`config.mk`:
```
export PLATFORM = sky130hd
export DESIGN_NAME = id_stage_fwd_flat
export DESIGN_NICKNAME = d
export VERILOG_FILES = /design/src/rtl/id_stage_fwd_pkg.sv /design/src/rtl/id_stage_fwd_if.sv /design/src/rtl/id_stage_fwd_mux.sv /design/src/rtl/id_stage_fwd.sv /design/src/flat_wrapper.sv
export SDC_FILE = /design/constraint.sdc
export NUM_CORES = 1
export LEC_CHECK = 0
export BUFFER_PORTS_ARGS = -buffer_cell sky130_fd_sc_hd__clkbuf_2
export CORE_AREA = 2 2 133 135
export CTS_CLUSTER_SIZE = 16
export DETAILED_ROUTE_END_ITERATION = 10
export DIE_AREA = 0 0 135 137
export GPL_ROUTABILITY_DRIVEN = 0
export PLACE_DENSITY_LB_ADDON = 0.25
export SETUP_SLACK_MARGIN = 0.05
export SLEW_MARGIN = 20
export SYNTH_ARGS = -nofsm -noshare
export SYNTH_HDL_FRONTEND = slang
export SYNTH_HIERARCHICAL = 1
export SYNTH_SLANG_ARGS = --single-unit
```
`constraint.sdc`:
```
create_clock -name clk_i -period 2.7 [get_ports clk_i]
set_clock_uncertainty 0.05 [all_clocks]
set_input_delay 0 -clock clk_i [delete_from_list [all_inputs] [get_ports clk_i]]
set_output_delay 0 -clock clk_i [all_outputs]
set_load 0.03 [all_outputs]
```
`src/rtl/id_stage_fwd_pkg.sv`:
```
// Shared decode constants and types for the id_stage_fwd decode stage.
// The optional writeback bypass is enabled with `define ID_WB_BYPASS_EN.
package id_stage_fwd_pkg;

    localparam int unsigned ALUOP_W = 10;
    localparam logic [ALUOP_W-1:0] ALUOP_NOP = '0;
    localparam logic RST_ENABLE   = 1'b1;
    localparam logic READ_ENABLE  = 1'b1;
    localparam logic WRITE_ENABLE = 1'b1;
    localparam logic [4:0] ZERO_REG = 5'd0;

    typedef enum logic [6:0] {
        OPC_LOAD   = 7'b0000011,
        OPC_OP_IMM = 7'b0010011,
        OPC_OP     = 7'b0110011,
        OPC_LUI    = 7'b0110111
    } opcode_t;

    typedef struct packed {
        logic [ALUOP_W-1:0] aluop;
        logic               re1;
        logic               re2;
        logic               we;
        logic               mem_rd;
        logic               illegal;
    } dec_t;

endpackage

```
`src/rtl/id_stage_fwd_if.sv`:
```
// Handshake, regfile, forwarding and ID/EX bundle of the decode stage.
// wb_* signals exist only when ID_WB_BYPASS_EN is defined.
interface id_stage_fwd_if #(
    parameter int unsigned XLEN    = 32,
    parameter int unsigned RADDR_W = 5,
    parameter int unsigned NUM_FWD = 2
);

    logic                       in_valid_i;
    logic                       in_ready_o;
    logic [XLEN-1:0]            inst_addr_i;
    logic [31:0]                inst_i;
    logic                       flush_i;
    logic [RADDR_W-1:0]         reg1_raddr_o;
    logic [RADDR_W-1:0]         reg2_raddr_o;
    logic                       reg1_re_o;
    logic                       reg2_re_o;
    logic [XLEN-1:0]            reg1_rdata_i;
    logic [XLEN-1:0]            reg2_rdata_i;
    logic [NUM_FWD-1:0]         fwd_we_i;
    logic [NUM_FWD*RADDR_W-1:0] fwd_waddr_i;
    logic [NUM_FWD*XLEN-1:0]    fwd_wdata_i;
    logic [NUM_FWD-1:0]         fwd_pend_i;
`ifdef ID_WB_BYPASS_EN
    logic                       wb_we_i;
    logic [RADDR_W-1:0]         wb_waddr_i;
    logic [XLEN-1:0]            wb_wdata_i;
`endif
    logic                       out_valid_o;
    logic                       out_ready_i;
    logic [XLEN-1:0]            inst_addr_o;
    logic [9:0]                 aluop_o;
    logic [XLEN-1:0]            op1_o;
    logic [XLEN-1:0]            op2_o;
    logic                       reg_we_o;
    logic [RADDR_W-1:0]         reg_waddr_o;
    logic                       mem_rd_o;
    logic                       illegal_o;

    modport master (
        output in_valid_i, inst_addr_i, inst_i, flush_i,
        output reg1_rdata_i, reg2_rdata_i,
        output fwd_we_i, fwd_waddr_i, fwd_wdata_i, fwd_pend_i,
`ifdef ID_WB_BYPASS_EN
        output wb_we_i, wb_waddr_i, wb_wdata_i,
`endif
        output out_ready_i,
        input  in_ready_o, reg1_raddr_o, reg2_raddr_o, reg1_re_o, reg2_re_o,
        input  out_valid_o, inst_addr_o, aluop_o, op1_o, op2_o,
        input  reg_we_o, reg_waddr_o, mem_rd_o, illegal_o
    );

    modport slave (
        input  in_valid_i, inst_addr_i, inst_i, flush_i,
        input  reg1_rdata_i, reg2_rdata_i,
        input  fwd_we_i, fwd_waddr_i, fwd_wdata_i, fwd_pend_i,
`ifdef ID_WB_BYPASS_EN
        input  wb_we_i, wb_waddr_i, wb_wdata_i,
`endif
        input  out_ready_i,
        output in_ready_o, reg1_raddr_o, reg2_raddr_o, reg1_re_o, reg2_re_o,
        output out_valid_o, inst_addr_o, aluop_o, op1_o, op2_o,
        output reg_we_o, reg_waddr_o, mem_rd_o, illegal_o
    );

endinterface

```
`src/rtl/id_stage_fwd_mux.sv`:
```
// id_fwd_mux: per-port operand resolution over prioritised forwarding sources
// (source 0 highest), optional writeback bypass (ID_WB_BYPASS_EN), then regfile.
module id_fwd_mux #(
    parameter int unsigned XLEN    = 32,
    parameter int unsigned RADDR_W = 5,
    parameter int unsigned NUM_FWD = 2
) (
    input  logic [RADDR_W-1:0]         raddr,
    input  logic                       re,
    input  logic [NUM_FWD-1:0]         fwd_we,
    input  logic [NUM_FWD*RADDR_W-1:0] fwd_waddr,
    input  logic [NUM_FWD*XLEN-1:0]    fwd_wdata,
    input  logic [NUM_FWD-1:0]         fwd_pend,
`ifdef ID_WB_BYPASS_EN
    input  logic                       wb_we,
    input  logic [RADDR_W-1:0]         wb_waddr,
    input  logic [XLEN-1:0]            wb_wdata,
`endif
    input  logic [XLEN-1:0]            rdata,
    output logic [XLEN-1:0]            data,
    output logic                       pend
);

    logic hit;

    always_comb begin
        data = rdata;
        pend = 1'b0;
        hit  = 1'b0;
`ifdef ID_WB_BYPASS_EN
        if (wb_we && (wb_waddr == raddr)) begin
            data = wb_wdata;
        end
`endif
        // first hit wins, so younger sources shadow older ones and the wb bypass
        for (int unsigned k = 0; k < NUM_FWD; k++) begin
            if (!hit && fwd_we[k] && (fwd_waddr[k*RADDR_W +: RADDR_W] == raddr)) begin
                hit  = 1'b1;
                data = fwd_wdata[k*XLEN +: XLEN];
                pend = fwd_pend[k];
            end
        end
        if (!re || (raddr == '0)) begin
            data = '0;
            pend = 1'b0;
        end
    end

endmodule

```
`src/rtl/id_stage_fwd.sv`:
```
// Decode stage: RV32I OP/OP-IMM/LOAD/LUI decode, forwarding, load-use interlock, ID/EX register.
// Optional writeback bypass source enabled with `define ID_WB_BYPASS_EN.
module id_stage_fwd #(
    parameter int unsigned XLEN    = 32,
    parameter int unsigned RADDR_W = 5,
    parameter int unsigned NUM_FWD = 2
) (
    input logic          clk_i,
    input logic          rst_i,
    id_stage_fwd_if.slave bus
);

    import id_stage_fwd_pkg::*;

    logic [6:0]      opcode;
    logic [2:0]      funct3;
    logic [4:0]      rd;
    logic [4:0]      rs1;
    logic [4:0]      rs2;
    logic [XLEN-1:0] imm_i;
    logic [XLEN-1:0] imm_u;
    logic [XLEN-1:0] imm;
    dec_t            dec;

    assign opcode = bus.inst_i[6:0];
    assign rd     = bus.inst_i[11:7];
    assign funct3 = bus.inst_i[14:12];
    assign rs1    = bus.inst_i[19:15];
    assign rs2    = bus.inst_i[24:20];
    assign imm_i  = XLEN'($signed(bus.inst_i[31:20]));
    assign imm_u  = XLEN'($signed({bus.inst_i[31:12], 12'b0}));

    always_comb begin
        dec       = '0;
        dec.aluop = ALUOP_NOP;
        imm       = '0;
        case (opcode_t'(opcode))
            OPC_OP_IMM: begin
                dec.re1   = READ_ENABLE;
                dec.we    = WRITE_ENABLE;
                dec.aluop = {funct3, opcode};
                imm       = imm_i;
            end
            OPC_OP: begin
                dec.re1   = READ_ENABLE;
                dec.re2   = READ_ENABLE;
                dec.we    = WRITE_ENABLE;
                dec.aluop = {funct3, opcode};
            end
            OPC_LOAD: begin
                dec.re1    = READ_ENABLE;
                dec.we     = WRITE_ENABLE;
                dec.mem_rd = 1'b1;
                dec.aluop  = {funct3, opcode};
                imm        = imm_i;
            end
            OPC_LUI: begin
                dec.we    = WRITE_ENABLE;
                dec.aluop = {funct3, opcode};
                imm       = imm_u;
            end
            default: dec.illegal = 1'b1;
        endcase
        if (rd == ZERO_REG) begin
            dec.we = 1'b0;
        end
    end

    assign bus.reg1_raddr_o = RADDR_W'(rs1);
    assign bus.reg2_raddr_o = RADDR_W'(rs2);
    assign bus.reg1_re_o    = dec.re1;
    assign bus.reg2_re_o    = dec.re2;

    logic [XLEN-1:0] data1;
    logic [XLEN-1:0] data2;
    logic            pend1;
    logic            pend2;

    id_fwd_mux #(.XLEN(XLEN), .RADDR_W(RADDR_W), .NUM_FWD(NUM_FWD)) u_mux1 (
        .raddr     (bus.reg1_raddr_o),
        .re        (dec.re1),
        .fwd_we    (bus.fwd_we_i),
        .fwd_waddr (bus.fwd_waddr_i),
        .fwd_wdata (bus.fwd_wdata_i),
        .fwd_pend  (bus.fwd_pend_i),
`ifdef ID_WB_BYPASS_EN
        .wb_we     (bus.wb_we_i),
        .wb_waddr  (bus.wb_waddr_i),
        .wb_wdata  (bus.wb_wdata_i),
`endif
        .rdata     (bus.reg1_rdata_i),
        .data      (data1),
        .pend      (pend1)
    );

    id_fwd_mux #(.XLEN(XLEN), .RADDR_W(RADDR_W), .NUM_FWD(NUM_FWD)) u_mux2 (
        .raddr     (bus.reg2_raddr_o),
        .re        (dec.re2),
        .fwd_we    (bus.fwd_we_i),
        .fwd_waddr (bus.fwd_waddr_i),
        .fwd_wdata (bus.fwd_wdata_i),
        .fwd_pend  (bus.fwd_pend_i),
`ifdef ID_WB_BYPASS_EN
        .wb_we     (bus.wb_we_i),
        .wb_waddr  (bus.wb_waddr_i),
        .wb_wdata  (bus.wb_wdata_i),
`endif
        .rdata     (bus.reg2_rdata_i),
        .data      (data2),
        .pend      (pend2)
    );

    logic [XLEN-1:0]    op2_sel;
    logic               stall;
    logic               fire;
    logic               out_valid;
    logic [XLEN-1:0]    inst_addr_q;
    logic [ALUOP_W-1:0] aluop_q;
    logic [XLEN-1:0]    op1_q;
    logic [XLEN-1:0]    op2_q;
    logic               we_q;
    logic [RADDR_W-1:0] waddr_q;
    logic               mem_rd_q;
    logic               illegal_q;

    assign op2_sel = dec.re2 ? data2 : imm;
    // a pending producer only matters when there is an instruction to decode
    assign stall   = bus.in_valid_i && (pend1 || pend2);
    assign bus.in_ready_o = (rst_i == RST_ENABLE) ||
                            (!stall && (!out_valid || bus.out_ready_i));
    assign fire    = bus.in_valid_i && bus.in_ready_o;

    always_ff @(posedge clk_i) begin
        if (rst_i == RST_ENABLE) begin
            out_valid   <= 1'b0;
            inst_addr_q <= '0;
            aluop_q     <= ALUOP_NOP;
            op1_q       <= '0;
            op2_q       <= '0;
            we_q        <= 1'b0;
            waddr_q     <= '0;
            mem_rd_q    <= 1'b0;
            illegal_q   <= 1'b0;
        end else if (bus.flush_i) begin
            out_valid <= 1'b0;
        end else if (fire) begin
            out_valid   <= 1'b1;
            inst_addr_q <= bus.inst_addr_i;
            aluop_q     <= dec.aluop;
            op1_q       <= data1;
            op2_q       <= op2_sel;
            we_q        <= dec.we;
            waddr_q     <= RADDR_W'(rd);
            mem_rd_q    <= dec.mem_rd;
            illegal_q   <= dec.illegal;
        end else if (stall && (!out_valid || bus.out_ready_i)) begin
            out_valid <= 1'b0;
            aluop_q   <= ALUOP_NOP;
            we_q      <= 1'b0;
        end else if (bus.out_ready_i && !bus.in_valid_i) begin
            out_valid <= 1'b0;
        end
    end

    assign bus.out_valid_o = out_valid;
    assign bus.inst_addr_o = inst_addr_q;
    assign bus.aluop_o     = aluop_q;
    assign bus.op1_o       = op1_q;
    assign bus.op2_o       = op2_q;
    assign bus.reg_we_o    = we_q;
    assign bus.reg_waddr_o = waddr_q;
    assign bus.mem_rd_o    = mem_rd_q;
    assign bus.illegal_o   = illegal_q;

endmodule
```
`src/flat_wrapper.sv`:
```
// flat-port wrapper written by rule: the top's interface ports become plain ports
module id_stage_fwd_flat import id_stage_fwd_pkg::*;
#(
    parameter int unsigned XLEN    = 32,
    parameter int unsigned RADDR_W = 5,
    parameter int unsigned NUM_FWD = 2
)
  (clk_i, rst_i, bus_in_valid_i, bus_inst_addr_i, bus_inst_i, bus_flush_i, bus_reg1_rdata_i, bus_reg2_rdata_i, bus_fwd_we_i, bus_fwd_waddr_i, bus_fwd_wdata_i, bus_fwd_pend_i, bus_out_ready_i, bus_in_ready_o, bus_reg1_raddr_o, bus_reg2_raddr_o, bus_reg1_re_o, bus_reg2_re_o, bus_out_valid_o, bus_inst_addr_o, bus_aluop_o, bus_op1_o, bus_op2_o, bus_reg_we_o, bus_reg_waddr_o, bus_mem_rd_o, bus_illegal_o);
  id_stage_fwd_if #(.XLEN(XLEN), .RADDR_W(RADDR_W), .NUM_FWD(NUM_FWD)) bus_i ();
  input logic clk_i;
  input logic rst_i;
  input wire logic [$bits(bus_i.in_valid_i)-1:0] bus_in_valid_i;
  input wire logic [$bits(bus_i.inst_addr_i)-1:0] bus_inst_addr_i;
  input wire logic [$bits(bus_i.inst_i)-1:0] bus_inst_i;
  input wire logic [$bits(bus_i.flush_i)-1:0] bus_flush_i;
  input wire logic [$bits(bus_i.reg1_rdata_i)-1:0] bus_reg1_rdata_i;
  input wire logic [$bits(bus_i.reg2_rdata_i)-1:0] bus_reg2_rdata_i;
  input wire logic [$bits(bus_i.fwd_we_i)-1:0] bus_fwd_we_i;
  input wire logic [$bits(bus_i.fwd_waddr_i)-1:0] bus_fwd_waddr_i;
  input wire logic [$bits(bus_i.fwd_wdata_i)-1:0] bus_fwd_wdata_i;
  input wire logic [$bits(bus_i.fwd_pend_i)-1:0] bus_fwd_pend_i;
  input wire logic [$bits(bus_i.out_ready_i)-1:0] bus_out_ready_i;
  output wire logic [$bits(bus_i.in_ready_o)-1:0] bus_in_ready_o;
  output wire logic [$bits(bus_i.reg1_raddr_o)-1:0] bus_reg1_raddr_o;
  output wire logic [$bits(bus_i.reg2_raddr_o)-1:0] bus_reg2_raddr_o;
  output wire logic [$bits(bus_i.reg1_re_o)-1:0] bus_reg1_re_o;
  output wire logic [$bits(bus_i.reg2_re_o)-1:0] bus_reg2_re_o;
  output wire logic [$bits(bus_i.out_valid_o)-1:0] bus_out_valid_o;
  output wire logic [$bits(bus_i.inst_addr_o)-1:0] bus_inst_addr_o;
  output wire logic [$bits(bus_i.aluop_o)-1:0] bus_aluop_o;
  output wire logic [$bits(bus_i.op1_o)-1:0] bus_op1_o;
  output wire logic [$bits(bus_i.op2_o)-1:0] bus_op2_o;
  output wire logic [$bits(bus_i.reg_we_o)-1:0] bus_reg_we_o;
  output wire logic [$bits(bus_i.reg_waddr_o)-1:0] bus_reg_waddr_o;
  output wire logic [$bits(bus_i.mem_rd_o)-1:0] bus_mem_rd_o;
  output wire logic [$bits(bus_i.illegal_o)-1:0] bus_illegal_o;
  assign bus_i.in_valid_i = bus_in_valid_i;
  assign bus_i.inst_addr_i = bus_inst_addr_i;
  assign bus_i.inst_i = bus_inst_i;
  assign bus_i.flush_i = bus_flush_i;
  assign bus_i.reg1_rdata_i = bus_reg1_rdata_i;
  assign bus_i.reg2_rdata_i = bus_reg2_rdata_i;
  assign bus_i.fwd_we_i = bus_fwd_we_i;
  assign bus_i.fwd_waddr_i = bus_fwd_waddr_i;
  assign bus_i.fwd_wdata_i = bus_fwd_wdata_i;
  assign bus_i.fwd_pend_i = bus_fwd_pend_i;
  assign bus_i.out_ready_i = bus_out_ready_i;
  assign bus_in_ready_o = bus_i.in_ready_o;
  assign bus_reg1_raddr_o = bus_i.reg1_raddr_o;
  assign bus_reg2_raddr_o = bus_i.reg2_raddr_o;
  assign bus_reg1_re_o = bus_i.reg1_re_o;
  assign bus_reg2_re_o = bus_i.reg2_re_o;
  assign bus_out_valid_o = bus_i.out_valid_o;
  assign bus_inst_addr_o = bus_i.inst_addr_o;
  assign bus_aluop_o = bus_i.aluop_o;
  assign bus_op1_o = bus_i.op1_o;
  assign bus_op2_o = bus_i.op2_o;
  assign bus_reg_we_o = bus_i.reg_we_o;
  assign bus_reg_waddr_o = bus_i.reg_waddr_o;
  assign bus_mem_rd_o = bus_i.mem_rd_o;
  assign bus_illegal_o = bus_i.illegal_o;
  id_stage_fwd #(.XLEN(XLEN), .RADDR_W(RADDR_W), .NUM_FWD(NUM_FWD)) u_core (.clk_i(clk_i), .rst_i(rst_i), .bus(bus_i));
endmodule
```
==> results of run 1 <==
-- worst min-delay path, stage by stage --
cell,delay [ps]
clkbuf_2,100
nand3_1,80
a31oi_2,100
nand2_1,90
a211oi_1,70
-- power groups by stage --
stage / clock network, mW / registers [mW] / logic, mW
floorplan: 0 / 1.93 / 0.416
global placement: 0 / 1.82 / 0.926
detailed placement: 0 / 1.82 / 0.927
CTS: 2.36 / 1.79 / 1.03
global route: 2.43 / 1.79 / 1.12
finish: 2.32 / 1.79 / 1.06
-- through the flow --
step	hold slack, ps	util	cells	cell area (sq um)	total power [mW]
finish	19.81	0.6317	1549	10780	5.166
global route	27.37	0.6317	1549	10780	5.339
CTS	8.333	0.6298	1545	10740	5.178
detailed placement	181.3	0.5227	1391	8915	2.750
global placement	173.6	0.5227	1391	8915	2.746
floorplan	75.69	-	891	7172	2.348
-- layer usage --
layer  wire length, um  global-route usage  share of wire  up-vias
met5                 0                   0              0        -
met4              1300              0.1400          0.042        0
met3              2742             0.06593          0.088       98
met2             15060              0.5635           0.48      566
met1             11950              0.3821           0.38     4113
li1                  -                   -              -     4078
-- sequential cells by signal, summed over array words and instances (netlist names) --
name,count
u_core/bus.inst_addr_o,32
u_core/bus.op1_o,32
u_core/bus.op2_o,32
u_core/bus.aluop_o,10
u_core/bus.reg_waddr_o,5
u_core/bus.illegal_o,1
u_core/bus.mem_rd_o,1
u_core/bus.out_valid_o,1
u_core/bus.reg_we_o,1
-- how the worst min path moves through the flow --
stage                         startpoint                          to  slack, ps
finish               bus_fwd_wdata_i[43]        u_core/bus.op2_o[11]         20
CTS                 bus_reg1_rdata_i[21]        u_core/bus.op1_o[21]          8
global route        bus_reg1_rdata_i[21]        u_core/bus.op1_o[21]         30
detailed placement   bus_inst_addr_i[24]  u_core/bus.inst_addr_o[24]        180
floorplan                  bus_inst_i[4]       u_core/bus.aluop_o[4]         80
global placement      bus_inst_addr_i[6]   u_core/bus.inst_addr_o[6]        170
-- layout by cell type, fill, tap and decap left out, types with 4 or more instances in the layout --
cell	netlist	layout
a211oi_1	13	13
a211oi_2	10	10
a21oi_1	73	72
a221oi_1	11	11
a22o_1	6	6
a31oi_1	4	4
a31oi_2	60	60
buf_12	0	5
buf_4	21	41
clkbuf_16	0	17
clkbuf_2	1	337
dfxtp_1	115	115
dlygate4sd3_1	0	122
inv_6	0	4
mux2_2	19	19
nand2_1	165	165
nand3_1	65	65
nor2_1	35	35
nor3_1	15	15
o21ai_0	67	67
o31ai_1	64	64
xnor2_1	20	20
-- timing repair --
| action | in CTS | in global routing |
|---|---|---|
| resized for setup | 0 | 3 |
| buffers inserted | 0 | 3 |
| setup endpoints to repair | 0 | 5 |
| hold endpoints to repair | 84 | 0 |
| hold buffers | 122 | 0 |
-- final cells by class --
cell class | count | area [sq um]
clock inverters | 14 | 176.4
fillers | 1493 | 6281
flip-flops and latches | 115 | 2302
repair buffers | 506 | 3327
inverters | 1 | 3.754
diodes | 1 | 2.502
multi-input cells | 669 | 4253
well taps | 225 | 281.5
clock buffers | 18 | 429.2
-- logic make-up (layout without fill, tap and decap cells) --
group | Yosys count | after routing | synth area share
simple gates | 310 | 310 | 0.1964
other cells | 0 | 1 | 0
flops | 115 | 115 | 0.3210
compound gates | 320 | 320 | 0.3402
mux | 19 | 19 | 0.02983
buf+inv | 107 | 539 | 0.08810
xor+xnor | 20 | 20 | 0.02442
==> impl_metrics.yaml, run 1 <==
critical_path:
  crit_arrival_ps: 2830
  cp_num_buf_inv: 6
  setup.worst_path.end: "u_core/bus.op1_o[2]"
  cp-start-kind: "input pin"
  slowest_stage: "dlygate4sd3_1"
  critPathMaxFanout: 32
  critical_path_depth: 13
  cp-end-kind: "flop"
  r2r_setup_slack_ps: 420
  critical_path_class: "input pin to flop"
  path_cells: "clkbuf_2 -> nand4bb_1 -> buf_4 -> nor3_1 -> buf_4 -> o21a_4 -> buf_6 -> o31ai_1 -> a31oi_2 -> dlygate4sd3_1 -> nand2_1 -> a21oi_1 -> dlygate4sd3_1"
  reg2reg_to: "u_core/bus.op1_o[2]"
  cp.required_ps: 3010
  r2r-start: "u_core/bus.out_valid_o"
  slowest_delay_ps: 580
  critical_path.top_delay_family: "buffers and inverters"
  reg2regPathDepth: 7
  critical_path.startpoint: "bus_inst_i[6]"
pwr:
  combPwrFrac: 0.204
  power.density_nw_per_um2: 479.4
  switchingPower_mw: 1.545
  p_leak_nw: 4.376
  p_int_mw: 3.621
  p_seq_frac: 0.346
  clkPwrFrac: 0.450
  switching_share: 0.2990
  ir_drop_mv: 0.4344
hold_path:
  hold_depth: 5
  holdCritPathClass: "input pin to flop"
finish:
  syn_to_final_growth_pct: 50.24
  nets: 1521
  layout-drive-gt1-share: 0.3938
synth:
  ys_async_sr_fraction: 0
  synth_common_cells: "nand2_1 (165), dfxtp_1 (115), a21oi_1 (73), o21ai_0 (67), nand3_1 (65)"
  syn_avg_cell_area_sq_um: 8.049
  yosys.area.top_type_share: 0.3210
  yosysTopAreaCell: "dfxtp_1"
  ys_ff_latch: 115
  yosysMostFrequentCell: "nand2_1"
  synth_cells: 891
  ys_types: 44
  synth_warnings: 6
  syn-num-nets: 1102
  synth_ff_type: "dfxtp_1"
  synth_area_sq_um: 7172
  synth_edf_count: 0
  ys_seq_area_frac: 0.3210
  yosys-top-cells-area: "dfxtp_1 (32%), a31oi_2 (10%), nand2_1 (8.6%), o31ai_1 (6.7%), a21oi_1 (5.1%)"
clock_tree:
  root_buffer: "clkbuf_16"
  cts_tree: "yes"
  htreeDepth: 4
  insertion_delay_ps: 410
  clock_path_buffers: 2
  clk_pin_slew_worst_paths_ps: 60
  cts_made_buffers: 17
  cts_sinks: 115
die:
  rows: 48
  die_w_um: 135
  ios: 339
  coreArea_sq_um: 17060
  fp.dieH_um: 137
  initial_core_util: 0.4205
  die_area_sq_um: 18500
timing:
  setup_violations: 0
  period_needed_ps: 2525
  hold_viol_final: 0
  finalCritPeriodShare: 0.9351
  fmax_mhz: 396.1
  slew_headroom: 0.4540
  setup_tns_ps: 0
  worstMarginPinSlew_ps: 819.0
  layout_setup_ws_ps: 175.3
  rsz0062_at_grt: "no"
  finalMaxSlewViolations: 0
drt:
  drtIter0Drc: 781
  routed_wl_um: 31060
  wl_per_cell_um: 20.05
  via_per_inst: 5.717
  ant_nets: 0
  drc: 0
  vias: 8855
  dr.pass1.iters: 5
run:
  drv_cap: 0
global_route:
  antenna_found_initial: 1
  grtUsageTotal: 0.3220
  grt_overflow: 0
  grt_max_degree: 52
  grt_pass1_vias: 8320
  grt_pass1_wl_um: 45990
placed_design:
  dp_hpwl_um: 22040
  portBuffers: 338
  pre_cts_ws_ps: 132.8
status:
  status: "completed"
No activity file was read; power rests on OpenSTA's default activity.
==> inputs of run 2 (changes only) <==
CORE_AREA = unset   (was 2 2 133 135)
CORE_ASPECT_RATIO = 0.5   (was unset)
CORE_UTILIZATION = 46   (was unset)
DIE_AREA = unset   (was 0 0 135 137)
SYNTH_HIERARCHICAL = unset   (was 1)
==> run 2 against run 1 <==
Wire length shrank 21%; flip-flop and latch count did not move; design area shrank 12%; hold slack got worse by 8.3 ps; register-to-register slack got worse by 150 ps; first-iteration DRC count down 5.9%; combinational power shrank 22%; non-clock buffer count down 65; utilization up 9.4 points; die area shrank 22%; critical path type unchanged; critical endpoint is now u_core.bus.out_valid_o; largest cell class unchanged.
==> impl_metrics.yaml, run 2 <==
status:
  status: "completed"
finish:
  layout_common_cells: "clkbuf_2 (337), dfxtp_1 (115), a21oi_1 (109)"
  antenna_cells: 0
  fillers: 1046
  layout_commonest_cell: "clkbuf_2"
  syn_to_final_growth_pct: 49.09
  layout-drive-gt1-share: 0.3524
  finish.utilization: 0.7261
  nets: 1370
synth:
  yosysMostFrequentCell: "dfxtp_1"
  synth_ff_type: "dfxtp_1"
  synth_fa_ha_area_frac: 0
  ys_async_sr_fraction: 0
  synth_area_sq_um: 6362
  synth_edf_count: 0
  synth_compound_area_frac: 0.2686
  synthXorXnorAreaFrac: 0.02753
  synthSimpleGateAreaFrac: 0.1691
  syn-num-nets: 1001
  yosys-top-cells-area: "dfxtp_1 (36%), mux2i_1 (10%), a21oi_1 (8.7%), o21ai_0 (7.2%), a211oi_1 (6.1%)"
  ys_types: 44
  synth.area.mux_share: 0.1058
  synth_warnings: 0
  yosys.area.top_type_share: 0.3618
  ys_ff_latch: 115
  synth_cells: 790
  ys_seq_area_frac: 0.3618
  yosysTopAreaCell: "dfxtp_1"
  syn_avg_cell_area_sq_um: 8.054
  synth_common_cells: "dfxtp_1 (115), a21oi_1 (110), o21ai_0 (92), nand3_1 (74), mux2i_1 (65)"
  synth_top_family_by_area: "compound AO/OA/AOI/OAI gates"
global_route:
  grtUsageTotal: 0.3356
  antenna_found_initial: 0
  grt_pass1_wl_um: 37830
  grt_max_degree: 65
  grt_overflow: 0
  grt_pass1_vias: 7273
critical_path:
  critical_path_class: "input pin to flop"
  cp-end-kind: "flop"
  critical_path.startpoint: "bus_inst_i[4]"
  crit_arrival_ps: 2780
  critPathMaxFanout: 47
  cp-start-kind: "input pin"
  r2r-start: "u_core.bus.out_valid_o"
  cp.required_ps: 2930
drt:
  vias: 7699
  routed_wl_um: 24460
  drtIter0Drc: 735
  via_per_inst: 5.737
  wl_per_cell_um: 18.23
  dr.pass1.iters: 5
  drc: 0
  ant_nets: 0
die:
  rows: 29
  die_area_sq_um: 14330
  die_w_um: 168.3
  ios: 339
  coreArea_sq_um: 13060
  initial_core_util: 0.4871
  fp.dieH_um: 85.16
timing:
  hold_ws_ps: 11.46
  setup_violations: 0
  fmax_mhz: 393.0
  finalMaxSlewViolations: 0
  setup_tns_ps: 0
  hold_viol_final: 0
  finalCritPeriodShare: 0.9425
  period_needed_ps: 2545
  rsz0062_at_grt: "no"
  slew_headroom: 0.3187
  worstMarginPinSlew_ps: 1021
  layout_setup_ws_ps: 155.2
pwr:
  ir_drop_mv: 0.4701
  power.density_nw_per_um2: 507.5
  p_leak_nw: 3.980
  finalPower_mw: 4.814
clock_tree:
  insertion_delay_ps: 390
  root_buffer: "clkbuf_16"
  cts_tree: "yes"
  clock_path_buffers: 2
  htreeDepth: 4
  cts_made_buffers: 17
  clk_pin_slew_worst_paths_ps: 60
  cts_sinks: 115
hold_path:
  holdCritPathClass: "input pin to flop"
  worstHoldStart: "bus_reg1_rdata_i[19]"
placed_design:
  portBuffers: 338
  dp_hpwl_um: 16530
  pre_cts_ws_ps: -3.141
run:
  drv_cap: 0
## run 2: cell count changes in the layout (fill, tap and decap cells not counted), sizes merged, moves of 37 or more
cell,change
nand2,-161
o31ai,-64
a21oi,+37
mux2i,+66
a31oi,-64
dlygate4sd3,-45
## run 2: power by group
group | internal (mW) | switching (mW) | leakage [nW] | total, mW
registers | 1.75 | 0.0305 | 0.936 | 1.79
logic | 0.349 | 0.474 | 2.77 | 0.823
clock network | 1.32 | 0.884 | 0.278 | 2.21
## run 2: kinds of logic after synthesis
| logic type | count (synthesis) |
|---|---|
| compound gates | 291 |
| xor+xnor | 20 |
| mux | 66 |
| buf+inv | 94 |
| flops | 115 |
| simple gates | 204 |
## run 2: area by class of cell
type / count / area (sq um) / share of cell area
multi-input cells: 581 / 3674 / 0.3873
repair buffers: 441 / 2701 / 0.2848
flip-flops and latches: 115 / 2302 / 0.2427
clock buffers: 18 / 439.2 / 0.04630
well taps: 170 / 212.7 / 0.02242
clock inverters: 14 / 145.1 / 0.01530
inverters: 3 / 11.26 / 0.001187
## run 2: metal layers
metal  GRT usage  vias to the layer above  share of wire
li1            -                     3636              -
met1      0.4188                     3574           0.41
met2      0.5511                      422           0.47
met3     0.08535                       67          0.087
met4      0.1521                        0          0.031
met5           0                        -              0
## run 2: timing repair
item	in CTS	in global routing
endpoints found under the hold margin	83	0
endpoints found under the setup margin	0	1
buffers inserted	0	0
resized for setup	0	2
hold buffers	77	0
## run 2: critical path: stages
cell	delay (ps)
dlygate4sd3_1	540
clkbuf_2	160
inv_1	70
a21oi_2	230
o211ai_4	130
buf_6	230
o32a_2	410
buf_12	210
a21oi_1	180
nor3_1	60
dlygate4sd3_1	560
## run 2: stage by stage
stage                     instance area (sq um)  instances
after floorplan                            6362        790
after global placement                     8123       1233
after detailed placement                   8123       1233
after CTS                                  9478       1342
after global routing                       9485       1342
final                                      9485       1342
## run 2: path summary, 6_finish.rpt
check	endpoint	slack, ps	cells past startpoint
worst max-delay path	u_core.bus.out_valid_o	160	11
worst min-delay path	u_core.bus.op1_o[19]	10	5
worst max register to register	u_core.bus.op1_o[5]	270	6
worst min register to register	u_core.bus.aluop_o[0]	410	1
